<file path="src/rtl/instr_pkg.sv">
// Shared definitions for the RV32I instruction encoder and immediate generator:
// format enum, opcode constants, the canonical NOP and the buffered word layout.
package instr_pkg;

    typedef enum logic [2:0] {
        FMT_R = 3'd0,
        FMT_I = 3'd1,
        FMT_S = 3'd2,
        FMT_B = 3'd3,
        FMT_U = 3'd4,
        FMT_J = 3'd5
    } instr_fmt_t;

    localparam logic [6:0] OP_LUI    = 7'b0110111;
    localparam logic [6:0] OP_JAL    = 7'b1101111;
    localparam logic [6:0] OP_BRANCH = 7'b1100011;
    localparam logic [6:0] OP_STORE  = 7'b0100011;
    localparam logic [6:0] OP_IMM    = 7'b0010011;
    localparam logic [6:0] OP_REG    = 7'b0110011;

    // addi x0, x0, 0
    localparam logic [31:0] INSTR_NOP = 32'h00000013;

    // One buffered entry: the encoded word plus its error flag.
    typedef struct packed {
        logic [31:0] instr;
        logic        err;
    } enc_word_t;

endpackage

</file>
<file path="src/rtl/instr_fifo2.sv">
// Two-entry valid/ready FIFO. The head register drives the output directly, so
// the output data holds its last value when empty. in_ready is decoded from
// the registered occupancy only, never from out_ready.
module instr_fifo2 #(
    parameter int WIDTH = 33
) (
    input  logic             clk,
    input  logic             rst,
    input  logic             in_valid,
    output logic             in_ready,
    input  logic [WIDTH-1:0] in_data,
    output logic             out_valid,
    input  logic             out_ready,
    output logic [WIDTH-1:0] out_data
);

    logic [1:0]       count;
    logic [WIDTH-1:0] head;
    logic [WIDTH-1:0] tail;
    logic             push;
    logic             pop;

    assign in_ready  = (count != 2'd2);
    assign out_valid = (count != 2'd0);
    assign push      = in_valid && in_ready;
    assign pop       = out_valid && out_ready;
    assign out_data  = head;

    // Occupancy: push and pop together leave it unchanged.
    always_ff @(posedge clk) begin
        // NOTE: state is updated with <= so every register samples pre-edge values; = here would create order-dependent races between always_ff blocks.
        if (rst) begin
            count <= 2'd0;
        end else if (push && !pop) begin
            count <= count + 2'd1;
        end else if (!push && pop) begin
            count <= count - 2'd1;
        end
    end

    // Head entry: refilled from tail on pop when full, or from the input when it would become the oldest word.
    always_ff @(posedge clk) begin
        if (rst) begin
            head <= '0;
        end else if (pop && (count == 2'd2)) begin
            head <= tail;
        end else if (push && ((count == 2'd0) || ((count == 2'd1) && pop))) begin
            head <= in_data;
        end
    end

    // Tail entry: written only when a second word arrives behind a held head.
    always_ff @(posedge clk) begin
        // NOTE: tail is storage, not control; it is never read unless count says it holds a word, so it needs no reset.
        if (push && (count == 2'd1) && !pop) begin
            tail <= in_data;
        end
    end

endmodule

</file>
<file path="src/rtl/instr_encoder.sv">
// RV32I instruction encoder: scatters decoded fields and the immediate into a
// 32-bit instruction word, then buffers {instr, err} in a 2-entry FIFO.
// Optional macro INSTR_ENC_RANGE_CHECK_EN flags immediates that do not fit
// their field; without it, out-of-range bits are silently truncated.
module instr_encoder
    import instr_pkg::*;
#(
    parameter int COUNT_W = 16
) (
    input  logic               clk,
    input  logic               rst,
    input  logic               in_valid,
    output logic               in_ready,
    input  instr_fmt_t         in_fmt,
    input  logic [6:0]         in_opcode,
    input  logic [4:0]         in_rd,
    input  logic [4:0]         in_rs1,
    input  logic [4:0]         in_rs2,
    input  logic [2:0]         in_funct3,
    input  logic [6:0]         in_funct7,
    input  logic [31:0]        in_imm,
    output logic               out_valid,
    input  logic               out_ready,
    output logic [31:0]        out_instr,
    output logic               out_err,
    output logic [COUNT_W-1:0] out_count
);

    enc_word_t enc;
    enc_word_t out_word;
    logic      fmt_bad;
    logic      range_err;

    // Format-specific field packing plus error classification.
    always_comb begin
        // NOTE: every variable gets a default before the case so no path leaves it unassigned, which would infer a latch.
        enc.instr = INSTR_NOP;
        fmt_bad   = 1'b0;
        range_err = 1'b0;
        case (in_fmt)
            FMT_R: enc.instr = {in_funct7, in_rs2, in_rs1, in_funct3, in_rd, in_opcode};
            FMT_I: enc.instr = {in_imm[11:0], in_rs1, in_funct3, in_rd, in_opcode};
            FMT_S: enc.instr = {in_imm[11:5], in_rs2, in_rs1, in_funct3, in_imm[4:0], in_opcode};
            FMT_B: enc.instr = {in_imm[12], in_imm[10:5], in_rs2, in_rs1, in_funct3,
                                in_imm[4:1], in_imm[11], in_opcode};
            FMT_U: enc.instr = {in_imm[31:12], in_rd, in_opcode};
            FMT_J: enc.instr = {in_imm[20], in_imm[10:1], in_imm[11], in_imm[19:12],
                                in_rd, in_opcode};
            default: fmt_bad = 1'b1;
        endcase
`ifdef INSTR_ENC_RANGE_CHECK_EN
        // A signed immediate fits when all bits above its sign bit copy the sign.
        case (in_fmt)
            FMT_I, FMT_S: range_err = !((&in_imm[31:11]) || !(|in_imm[31:11]));
            FMT_B:        range_err = !((&in_imm[31:12]) || !(|in_imm[31:12])) || in_imm[0];
            FMT_J:        range_err = !((&in_imm[31:20]) || !(|in_imm[31:20])) || in_imm[0];
            FMT_U:        range_err = |in_imm[11:0];
            default:      range_err = 1'b0;
        endcase
`else
        range_err = 1'b0;
`endif
        enc.err = fmt_bad || range_err;
    end

    instr_fifo2 #(
        .WIDTH ($bits(enc_word_t))
    ) u_fifo (
        .clk       (clk),
        .rst       (rst),
        .in_valid  (in_valid),
        .in_ready  (in_ready),
        .in_data   (enc),
        .out_valid (out_valid),
        .out_ready (out_ready),
        .out_data  (out_word)
    );

    assign out_instr = out_word.instr;
    assign out_err   = out_word.err;

    // Output handshake counter, wraps naturally at 2^COUNT_W.
    always_ff @(posedge clk) begin
        if (rst) begin
            out_count <= '0;
        end else if (out_valid && out_ready) begin
            out_count <= out_count + COUNT_W'(1);
        end
    end

endmodule

</file>
<file path="config.mk">
export PLATFORM = sky130hd
export DESIGN_NAME = instr_encoder
export DESIGN_NICKNAME = d
export VERILOG_FILES = /design/src/rtl/instr_pkg.sv /design/src/rtl/instr_fifo2.sv /design/src/rtl/instr_encoder.sv
export SDC_FILE = /design/constraint.sdc
export NUM_CORES = 1
export LEC_CHECK = 0
export CORE_MARGIN = 5
export CORE_UTILIZATION = 30
export DETAILED_ROUTE_END_ITERATION = 8
export GPL_ROUTABILITY_DRIVEN = 0
export PLACE_DENSITY_LB_ADDON = 0.2
export SETUP_SLACK_MARGIN = 0.02
export SLEW_MARGIN = 30
export SYNTH_ARGS = -nofsm -noshare
export SYNTH_HDL_FRONTEND = slang
export SYNTH_SLANG_ARGS = --single-unit
</file>
<file path="constraint.sdc">
create_clock -name clk -period 4.05 [get_ports clk]
set_clock_uncertainty 0.1 [all_clocks]
set_input_delay 0.81 -clock clk [delete_from_list [all_inputs] [get_ports clk]]
set_output_delay 0.81 -clock clk [all_outputs]
set_load 0.005 [all_outputs]
</file>
==> metrics <==
CP startpoint kind input port; WL final 11.2 mm; proportion of synthesized area in mux cells 2.98%; yosys warns 0; Gate power share 31.3%; htree depth 3; Multi-input gate area 0.00172 mm^2; Inserted Clock Buffers 9; total placed instance area 0.00521 mm^2; Internal 1.88 mW; Rel. slew slack 38.8%; Syn-to-layout area delta 41.3%; Pwr Density 492 mW/mm^2; # clock sinks 84; Cell variety after synth 55; crit path cell chain clkdlybuf4s50_1 > nor2b_1 > a22o_1 > a22oi_1 > a21oi_1; CTS root buffer clkbuf_16; Total GRT Usage 14.9%; first-pass GRT wire length 17.5 mm; leading post-synthesis cells by cell area dfxtp_1 26%, edfxtp_1 26%, nor2_1 5.4%; Die H 124 um; final instance area 0.00547 mm^2; Tcrit/Tclk final 74.1%; clock tree buffer depth 2; Sw Share 30.2%; Crit. End Element flip-flop; Worst-Skew Late Latency 0.33 ns; Critical Path Fanout Max 18; WP data required 4.20 ns; # nets final 566; I/O pins 122; Max Slew Vio Count 0; final setup vio count 0; Net Count, Synth 454; Post-Syn Instances 378; Synth Area in XOR/XNOR 2.94%; Adder-Cell Fraction of Synth Area 1.62%; slowest CP cell nor2b_1; Detailed Route Iter0 Violations 189; top_reg_cell synth dfxtp_1; Leak 2.02 nW; fin crit period 3.00 ns; Post-route DRC 0; register area share after synthesis 52.0%; first-pass iteration count of the detailed router 4; initial antenna violation count 0; fill cell count 1282; die area 0.0153 mm^2; vias per cell 4.88; hpwl dp 7.97 mm; port buffer count 121; Post-Synthesis Cell Area 0.00387 mm^2; largest family of logic cells by synthesized area compound AO/OA/AOI/OAI gates; routed len/inst 16.8 um; GR Overflow Total 0; CTS tree built; row count 41; area leader, netlist dfxtp_1; Synth Area in Compound Gates 19.4%; Clock power frac 27.4%; post-synth top area share 26.4%; Hold Fails Final Rpt 0; Post-CTS Setup Bufs 0; EDFF count, synth 33; Worst Path Arrival 3.15 ns; Vias 3255; Synth Area in Simple Gates 17.1%; status finished clean; critical path type in -> reg; synthesized area per cell 10.2 um^2; Worst Max-Slew Pin Slew 0.917 ns; fraction of layout cells with a size suffix above 1 9.09%; clock-pin slew on the worst setup and hold paths 0.06 ns; asr flop ratio synth 0%; max-cap viol count 0; flops & latches, synth 84; CP max stage delay 0.91 ns; VDD IR max 0.195 mV; Ant. Diodes 0; NetSw 813 uW; Starting Density 30.6%; placeable core area 0.0126 mm^2; worst hold path type reg -> reg; largest net degree at the start of global routing 38; setup_tns 0 ns; sequential cell area 0.00201 mm^2; Post-CTS Hold Buffers 0; Final ANT Viol Nets 0; vias in the first global route 3372; RSZ-0062 raised after global routing false; Post-CTS Resized 0; Max Freq 333 MHz; Seq pwr share 41.4%; Die Wd 124 um
[power by group through the flow]
stage,combinational [mW],clock (mW),sequential [mW]
floorplan,0.427,0,1.12
global placement,0.826,0,1.13
detailed placement,0.850,0,1.13
CTS,0.855,0.752,1.11
global route,0.921,0.789,1.13
finish,0.841,0.736,1.11
[path summary, 6_finish.rpt]
path / cells after the start / slack (ns) / end / start
setup / recovery: 5 / 1.05 / u_fifo.out_data[12] / in_fmt[2]
hold / removal: 2 / 0.36 / u_fifo.out_data[14] / u_fifo.out_data[14]
setup reg to reg: 5 / 1.71 / u_fifo.tail[10] / u_fifo.count[0]
hold reg to reg: 2 / 0.36 / u_fifo.out_data[14] / u_fifo.out_data[14]
[cells in the mapped netlist, drive strengths merged, types with 4 or more instances]
master,number
ha,5
nor2,56
edfxtp,33
mux2,4
a22oi,12
a21oi,19
a22o,18
inv,8
o22ai,4
dfxtp,51
a21o,5
o221a,16
nand4,7
clkbuf,7
nand3,4
mux2i,7
nand2,27
nor2b,7
xnor2,4
xor2,9
and2,4
o21ai,13
buf,16
nand2b,9
[worst max-delay path, delay by kind of cell]
family                 cells  cell delay (ns)
buffers and inverters      1             0.82
and+or+nand+nor            1             0.91
AOI/OAI and AO/OA          3             0.60
[kinds of logic after synthesis]
| family | count (synthesis) |
|---|---|
| compound gates | 99 |
| xor+xnor | 13 |
| fa+ha+maj | 5 |
| buf+inv | 33 |
| flops | 84 |
| mux | 11 |
| simple gates | 133 |
[metal layers]
layer	vias to the layer above	part of all wire, %	GRT usage, %
met5	-	0	0
met4	0	1.5	5.74
met3	16	5.9	4.12
met2	93	46	23.3
met1	1538	47	19.7
li1	1608	-	-
[state kept, by name (all words and copies together) (netlist names)]
register and flops:
u_fifo.tail 33, u_fifo.out_data 33, out_count 16, u_fifo.count 2
[layout by cell type, fill, tap and decap left out, types with 12 or more instances in the layout]
master | Yosys | routed
a21oi_1 | 18 | 18
a22o_1 | 18 | 18
a22oi_1 | 12 | 12
clkdlybuf4s50_1 | 0 | 120
dfxtp_1 | 51 | 51
edfxtp_1 | 33 | 33
nand2_1 | 27 | 27
nor2_1 | 56 | 56
o21ai_0 | 12 | 12
o221a_2 | 16 | 16
[per-stage QoR]
stage	instances	hold WS (ns)	util [%]	setup WS (ns)	total power [mW]
6_report	667	0.359	43.3	1.05	2.69
5_1_grt	667	0.396	43.3	0.905	2.84
4_1_cts	667	0.365	43.3	1.10	2.72
3_5_place_dp	651	0.357	41.3	0.752	1.98
3_3_place_gp	651	0.349	41.2	0.854	1.95
2_1_floorplan	378	0.353	-	1.60	1.55
[cell type report]
cell class	count	share of cell area [%]
Tap cell	172	3.94
Sequential cell	84	36.8
Clock buffer	13	4.40
Multi-Input combinational cell	261	31.4
Timing Repair Buffer	124	22.5
Clock inverter	3	0.275
Inverter	10	0.687
Power figures use the tool's default switching activity.
